==> config.mk <==
export PLATFORM = sky130hd
export DESIGN_NAME = gamepad_reader
export DESIGN_NICKNAME = d
export VERILOG_FILES = /design/src/rtl/gamepad_reader.sv
export SDC_FILE = /design/constraint.sdc
export NUM_CORES = 1
export LEC_CHECK = 0
export CAP_MARGIN = 25
export CELL_PAD_IN_SITES_DETAIL_PLACEMENT = 1
export CELL_PAD_IN_SITES_GLOBAL_PLACEMENT = 2
export CORE_UTILIZATION = 34
export CTS_BUF_LIST = sky130_fd_sc_hd__clkbuf_4
export DETAILED_ROUTE_END_ITERATION = 10
export GPL_TIMING_DRIVEN = 1
export PLACE_DENSITY = 0.77
export SYNTH_ARGS = -nofsm -noshare
export SYNTH_HDL_FRONTEND = slang
export SYNTH_SLANG_ARGS = --single-unit
==> constraint.sdc <==
create_clock -name clk -period 1.5 [get_ports clk]
set_input_delay 0.225 -clock clk [delete_from_list [all_inputs] [get_ports clk]]
set_output_delay 0.225 -clock clk [all_outputs]
set_load 0.1 [all_outputs]
==> src/rtl/gamepad_reader.sv <==
// +--------------------------------------------------------------------------+
// | gamepad_reader: polls an NES-style pad, syncs/inverts data, filters       |
// | opposing directions, registers button levels with a per-poll strobe. r1.0 |
// +--------------------------------------------------------------------------+
`default_nettype none

module gamepad_reader #(
   parameter int HALF_PERIOD   = 6,
   parameter int POLL_INTERVAL = 1000
) (
   input  logic clk,
   input  logic reset,
   input  logic pad_data,
   output logic pad_latch,
   output logic pad_clk,
   output logic A,
   output logic B,
   output logic select,
   output logic start,
   output logic up,
   output logic down,
   output logic left,
   output logic right,
   output logic valid
);

   localparam int PCW = (POLL_INTERVAL > 1) ? $clog2(POLL_INTERVAL) : 1;
   localparam int TMW = $clog2(2 * HALF_PERIOD);

   localparam logic [PCW-1:0] POLL_LAST  = PCW'(POLL_INTERVAL - 1);
   localparam logic [TMW-1:0] LATCH_LAST = TMW'(2 * HALF_PERIOD - 1);
   localparam logic [TMW-1:0] HALF_LAST  = TMW'(HALF_PERIOD - 1);

   typedef enum logic [2:0] {
      S_IDLE     = 3'd0,
      S_LATCH    = 3'd1,
      S_CLK_LOW  = 3'd2,
      S_CLK_HIGH = 3'd3,
      S_DONE     = 3'd4
   } state_t;

   state_t         state_q, state_d;
   logic [PCW-1:0] poll_q, poll_d;
   logic [TMW-1:0] timer_q, timer_d;
   logic [2:0]     idx_q, idx_d;
   logic [7:0]     shadow_q, shadow_d;
   logic [7:0]     btn_q, btn_d;
   logic           valid_q, valid_d;
   logic           latch_q, latch_d;
   logic           pclk_q, pclk_d;
   logic           sync1_q, sync2_q;

   logic           w_bit;
   logic           w_ud_conflict;
   logic           w_lr_conflict;
   logic [7:0]     w_filtered;

   // Pad line idles high (released), so the synchroniser resets to 1.
   assign w_bit         = ~sync2_q;
   assign w_ud_conflict = shadow_q[4] & shadow_q[5];
   assign w_lr_conflict = shadow_q[6] & shadow_q[7];
   assign w_filtered    = {shadow_q[7:6] & {2{~w_lr_conflict}},
                           shadow_q[5:4] & {2{~w_ud_conflict}},
                           shadow_q[3:0]};

   always_ff @(posedge clk) begin
      if (reset) begin
         state_q  <= S_IDLE;
         poll_q   <= '0;
         timer_q  <= '0;
         idx_q    <= 3'd0;
         shadow_q <= 8'h00;
         btn_q    <= 8'h00;
         valid_q  <= 1'b0;
         latch_q  <= 1'b0;
         pclk_q   <= 1'b0;
         sync1_q  <= 1'b1;
         sync2_q  <= 1'b1;
      end else begin
         state_q  <= state_d;
         poll_q   <= poll_d;
         timer_q  <= timer_d;
         idx_q    <= idx_d;
         shadow_q <= shadow_d;
         btn_q    <= btn_d;
         valid_q  <= valid_d;
         latch_q  <= latch_d;
         pclk_q   <= pclk_d;
         sync1_q  <= pad_data;
         sync2_q  <= sync1_q;
      end
   end

   always_comb begin
      state_d  = state_q;
      timer_d  = timer_q;
      idx_d    = idx_q;
      shadow_d = shadow_q;
      btn_d    = btn_q;
      valid_d  = 1'b0;
      poll_d   = (poll_q == POLL_LAST) ? '0 : poll_q + PCW'(1);

      case (state_q)
         S_IDLE: begin
            if (poll_q == '0) begin
               state_d = S_LATCH;
               timer_d = '0;
            end
         end
         S_LATCH: begin
            if (timer_q == LATCH_LAST) begin
               shadow_d[0] = w_bit;
               idx_d       = 3'd1;
               timer_d     = '0;
               state_d     = S_CLK_LOW;
            end else begin
               timer_d = timer_q + TMW'(1);
            end
         end
         S_CLK_LOW: begin
            if (timer_q == HALF_LAST) begin
               timer_d = '0;
               state_d = S_CLK_HIGH;
            end else begin
               timer_d = timer_q + TMW'(1);
            end
         end
         S_CLK_HIGH: begin
            if (timer_q == HALF_LAST) begin
               shadow_d[idx_q] = w_bit;
               timer_d         = '0;
               if (idx_q == 3'd7) begin
                  state_d = S_DONE;
               end else begin
                  idx_d   = idx_q + 3'd1;
                  state_d = S_CLK_LOW;
               end
            end else begin
               timer_d = timer_q + TMW'(1);
            end
         end
         S_DONE: begin
            btn_d   = w_filtered;
            valid_d = 1'b1;
            state_d = S_IDLE;
         end
         default: begin
            state_d = S_IDLE;
         end
      endcase

      // Pad strobes are registered from the next state so they track the FSM without lag.
      latch_d = (state_d == S_LATCH);
      pclk_d  = (state_d == S_CLK_HIGH);
   end

   assign pad_latch = latch_q;
   assign pad_clk   = pclk_q;
   assign A         = btn_q[0];
   assign B         = btn_q[1];
   assign select    = btn_q[2];
   assign start     = btn_q[3];
   assign up        = btn_q[4];
   assign down      = btn_q[5];
   assign left      = btn_q[6];
   assign right     = btn_q[7];
   assign valid     = valid_q;

endmodule

`default_nettype wire
# Yosys cells after proc, flatten, opt, wreduce, memory -nomap -nowiden
# Index checks and enable logic that the tools add are counted.
# Widths: inputs -> output; s select.
[totals]
register_bits = 41
in_bits = 3
out_inout_bits = 11
wordCells = 70
[op_classes]
n_addsub = 3
magnitude_cmp = 2
eq_ne = 14
n_mux = 21
bitwise_logic = 7
n_reduce_logical = 11
[op_table]
columns = ["op", "count"]
rows = [
  ["$mux 3", 8],
  ["$mux 4", 3],
  ["$pmux 3 s4", 1],
  ["$pmux 4 s3", 1],
  ["$add 10x1->10 const B", 1],
  ["$eq 10x10->1 const B", 1],
  ["$logic_not 10->1", 1],
  ["$eq 3x2->1 const B", 3],
  ["$bwmux 8", 1],
  ["$ne 2x2->1 const B", 4],
  ["$eq 3x1->1 const B", 2],
  ["$eq 3x3->1 const B", 2],
  ["$pmux 3 s2", 1],
  ["$add 4x1->4 const B", 1],
  ["$and 2x2->2", 2],
  ["$eq 4x3->1 const B", 1],
  ["$eq 4x4->1 const B", 1],
  ["$lt 3x4->1 const B", 1],
  ["$mux 1", 4],
  ["$reduce_and 2->1", 2],
  ["$reduce_and 4->1", 1],
  ["$reduce_or 2->1", 2],
  ["$add 3x1->3 const B", 1],
  ["$demux 1 s3", 1],
  ["9 further kinds", 12],
]

# Logic depth before layout (Yosys ltp)
[logic_depth]
word_depth = 7
ltp_mapped = 6
ltp_nobuf = 6

# Worst setup path before layout
# OpenSTA, ideal clock, no wires.
[synth_timing]
kind = "flip-flop to flip-flop"
from = "reg idx_q[0]"
to = "reg latch_q (netlist: pad_latch)"
setup_ps = 65
arrival_time_ps = 1414
required_ps = 1435
path_slack_ps = 22
stages_incl_launch_ff = 7
path_buffers = 0
period_less_slack_ps = 1478
cell_sequence = "dfxtp_1 ha_1 ha_1 nand2_1 nor2_1 or4b_1 nor2_1"
[synth_between]
elab_chain_cells = 5
[synth_rtl]
columns = ["item", "line_no", "text"]
rows = [
  ["start, declared", "45", "logic [2:0] idx_q, idx_d;"],
  ["start signal, assigned", "83", "idx_q <= idx_d;"],
  ["$eq 3x3->1", "132", "if (idx_q == 3'd7) begin"],
  ["$mux 3", "132", ""],
  ["$mux 3", "129", "if (timer_q == HALF_LAST) begin"],
  ["$pmux 3 s4", "103", "case (state_q)"],
  ["$eq 3x1->1", "153", "latch_d = (state_d == S_LATCH);"],
  ["end signal, assigned", "87", "latch_q <= latch_d;"],
  ["end, declared", "49", "logic latch_q, latch_d;"],
]
# Every way passes these cells.
# A chain may end at the register's enable or synchronous reset.

# Worst setup path in the final report
# Same ends and word-level chain as after synthesis.

==> key figures <==
Floorplanning
  • Die Y: 75.83 um
  • CORE AREA: 0.005172 mm^2
  • Starting Density: 35.82%
  • Placement row count: 26
  • Ports: 14
  • DIE AREA: 0.005749 mm^2
  • Die X-Extent: 75.83 um

Detailed routing
  • Wire per inst: 16.24 um
  • Vias post-DR: 1669
  • Post-Route WL: 5293 um
  • Post-DRT Antenna Nets: 0
  • First-pass iteration count of the detailed router: 2
  • Remaining DRCs: 0
  • Starting DRT DRC Count: 54
  • DR vias/cell: 5.120

Critical path
  • Critical path data arrival time: 1860 ps
  • Worst Path Required: 1780 ps
  • R2R Setup Slk: -70 ps
  • Largest fanout on the critical path: 4
  • CP Launch Type: flip-flop
  • Endpoint type of the worst setup path: flip-flop
  • Setup CP Type: reg2reg

Synthesis
  • Synth Cell Area: 0.001853 mm^2
  • Asr flop ratio synth: 0%
  • Synth top area share: 44.29%
  • YS warnings: 0
  • Top FF cell, synth: dfxtp_1
  • Avg Cell Area, Syn: 9.039 um^2
  • Sequential area share after synthesis: 44.29%
  • Post-synthesis mux area share: 3.241%
  • Number of flops mapped to enable cells by yosys: 0
  • Syn nets: 215
  • Synth Area in Adders: 4.727%
  • Post-synthesis xor/xnor area fraction: 4.254%
  • Top post-synthesis cells by area: dfxtp_1 (44%), nand2_1 (5.3%), ha_1 (4.7%)
  • Synth Area in Compound Gates: 10.74%
  • Syn Inst Count: 205
  • Yosys reg bits: 41
  • Cell taking the most area after synthesis: dfxtp_1
  • Simple-gate share of the synthesized area: 28.70%
  • Synth unique cells: 46
  • Largest family of logic cells by synthesized area: simple AND/OR/NAND/NOR gates

Final layout
  • Most common cell after layout, fill and taps aside: buf_4
  • Share of layout cells above drive strength 1: 39.45%
  • Synthesis-to-finish area growth: 45.37%
  • Final Util: 52.08%
  • ANT cells: 0
  • Final std cells w/o fill: 326
  • Number of nets in the layout: 265
  • Highest-count cells in the layout ignoring fill and taps: buf_4 (37), dfxtp_1 (34), nand2_1 (25)

CTS
  • CTS Root Cell: clkbuf_4
  • Clk slew on worst S/H paths: 130 ps
  • H-tree Lvls: 2
  • Sink Count: 41
  • Clk Latency, worst-skew pair: 350 ps
  • Total CTS buffers: 5
  • CTS tree: done
  • Clock buffer depth: 2

STA
  • Hold slack: 404.6 ps
  • Count of final max-slew check failures: 0
  • Final setup TNS: -90.71 ps
  • RSZ-0062 raised after global routing: yes
  • Setup WS post-layout: -73.17 ps
  • Period utilization: 104.9%
  • Achievable frequency: 635.7 MHz
  • # setup viols final: 3
  • Relative slew slack: 75.20%
  • Setup Skew: 16.43 ps
  • Final Hold Vio Count: 0
  • Worst slew pin tran: 371.0 ps
  • Final min period: 1573 ps

Pwr
  • Leakage: 1.025 nW
  • Pwr Density: 739.2 mW/mm^2
  • Max VDD drop: 629.3 uV

Global route
  • Global-route wire length before repair: 8162 um
  • Total GRT Usage: 19.34%
  • Overflow after GRT: 0
  • Vias in the first global route: 1686
  • Largest net degree at the start of global routing: 18
  • Initial antenna violation count: 0

Min path
  • Worst hold path class: reg2reg

Placed design
  • GP Congestion: 0.7738
  • DP Cell Count: 310
  • Post-DP HPWL: 3604 um
  • Port-buffer cells: 13

Flow run
  • Max cap viols: 0

Status
  • Failing checks: negative setup slack
  • Status: finished with violations
-- stage by stage --
stage               total power [mW]  cell area [um^2]  setup slack, ps
floorplan                      1.272              1853            21.87
global placement               1.374              2372           -78.81
detailed placement             1.384              2372           -100.2
CTS                            1.974              2547           -27.09
global route                   2.093              2694           -130.9
finish                         1.991              2694           -73.17
-- synth_stat cells (2+ instances only) --
| cell type | instances |
|---|---|
| dfxtp_1 | 41 |
| nand2_1 | 26 |
| nor2_1 | 17 |
| a21oi_1 | 12 |
| inv_1 | 8 |
| nand3b_1 | 8 |
| ha_1 | 7 |
| mux2i_1 | 6 |
| xnor2_1 | 6 |
| nor2b_1 | 5 |
| nor3_1 | 5 |
| clkbuf_1 | 4 |
| a311oi_1 | 3 |
| and4_1 | 3 |
| nand3_1 | 3 |
| nand4_1 | 3 |
| nor4_1 | 3 |
| o21ai_0 | 3 |
| or2_2 | 3 |
| or3_1 | 3 |
| xor2_1 | 3 |
| a211oi_1 | 2 |
| a31oi_1 | 2 |
| a32o_1 | 2 |
| buf_2 | 2 |
| nand2b_1 | 2 |
| nor3b_1 | 2 |
| nor4b_2 | 2 |
| o22ai_1 | 2 |
-- worst paths after layout --
path,depth (start not counted),to,from
max,6,pad_latch$_SDFF_PP0_,idx_q[0]$_SDFFE_PP0P_
min,1,sync2_q$_SDFF_PP1_,sync1_q$_SDFF_PP1_
max reg2reg,6,pad_latch$_SDFF_PP0_,idx_q[0]$_SDFFE_PP0P_
min reg2reg,1,sync2_q$_SDFF_PP1_,sync1_q$_SDFF_PP1_
-- metal layers --
metal	up-vias	global-route usage, %	share of wire [%]	routed length [um]
met3	8	3.968	1.7	91
met4	0	4.938	1.4	72
met2	15	34.71	53	2815
met1	828	23.44	44	2314
met5	-	0	0	0
li1	818	-	-	-
-- kinds of logic (layout without fill, tap and decap cells) --
| kind of cell | after synthesis | count (layout) |
|---|---|---|
| buf+inv | 18 | 69 |
| xor+xnor | 9 | 9 |
| mux | 6 | 6 |
| flops | 41 | 41 |
| fa+ha+maj | 7 | 7 |
| simple gates | 93 | 93 |
| compound gates | 31 | 31 |
-- timing repair --
action                     CTS  global route
gates resized for setup     21            31
setup endpoints to repair   17            28
hold buffers                 0             0
buffers inserted             6             3
pin swaps                    8            16
-- flip-flops by register name, summed over array words and instances, names as in the netlist --
| signal | flops |
|---|---|
| btn_q | 8 |
| idx_q | 3 |
| pad_clk | 1 |
| pad_latch | 1 |
| poll_q | 10 |
| shadow_q | 8 |
| state_q | 3 |
| sync1_q | 1 |
| sync2_q | 1 |
| timer_q | 4 |
| valid | 1 |
-- power by group --
group          total, mW  switching [mW]  internal, mW  leakage (nW)
Sequential          1.14          0.0299          1.11         0.335
Clock              0.565           0.368         0.197        0.0354
Combinational      0.284           0.146         0.138         0.654
-- cell type report --
cell class                      instances  area [um^2]
Multi-Input combinational cell        146         1142
Clock buffer                            6        45.04
Sequential cell                        41        834.6
Clock inverter                          2        10.01
Inverter                                9        33.78
Fill cell                             581         2479
Tap cell                               70        87.58
Timing Repair Buffer                   52        540.5
-- worst max-delay path, cell delays in order, from the launching register on --
cell	delay [ps]
dfxtp_1	350
ha_1	210
ha_2	220
nand2_1	90
nor2_2	60
or4b_1	480
nor2_1	100
(Power assumes the default switching activity.)
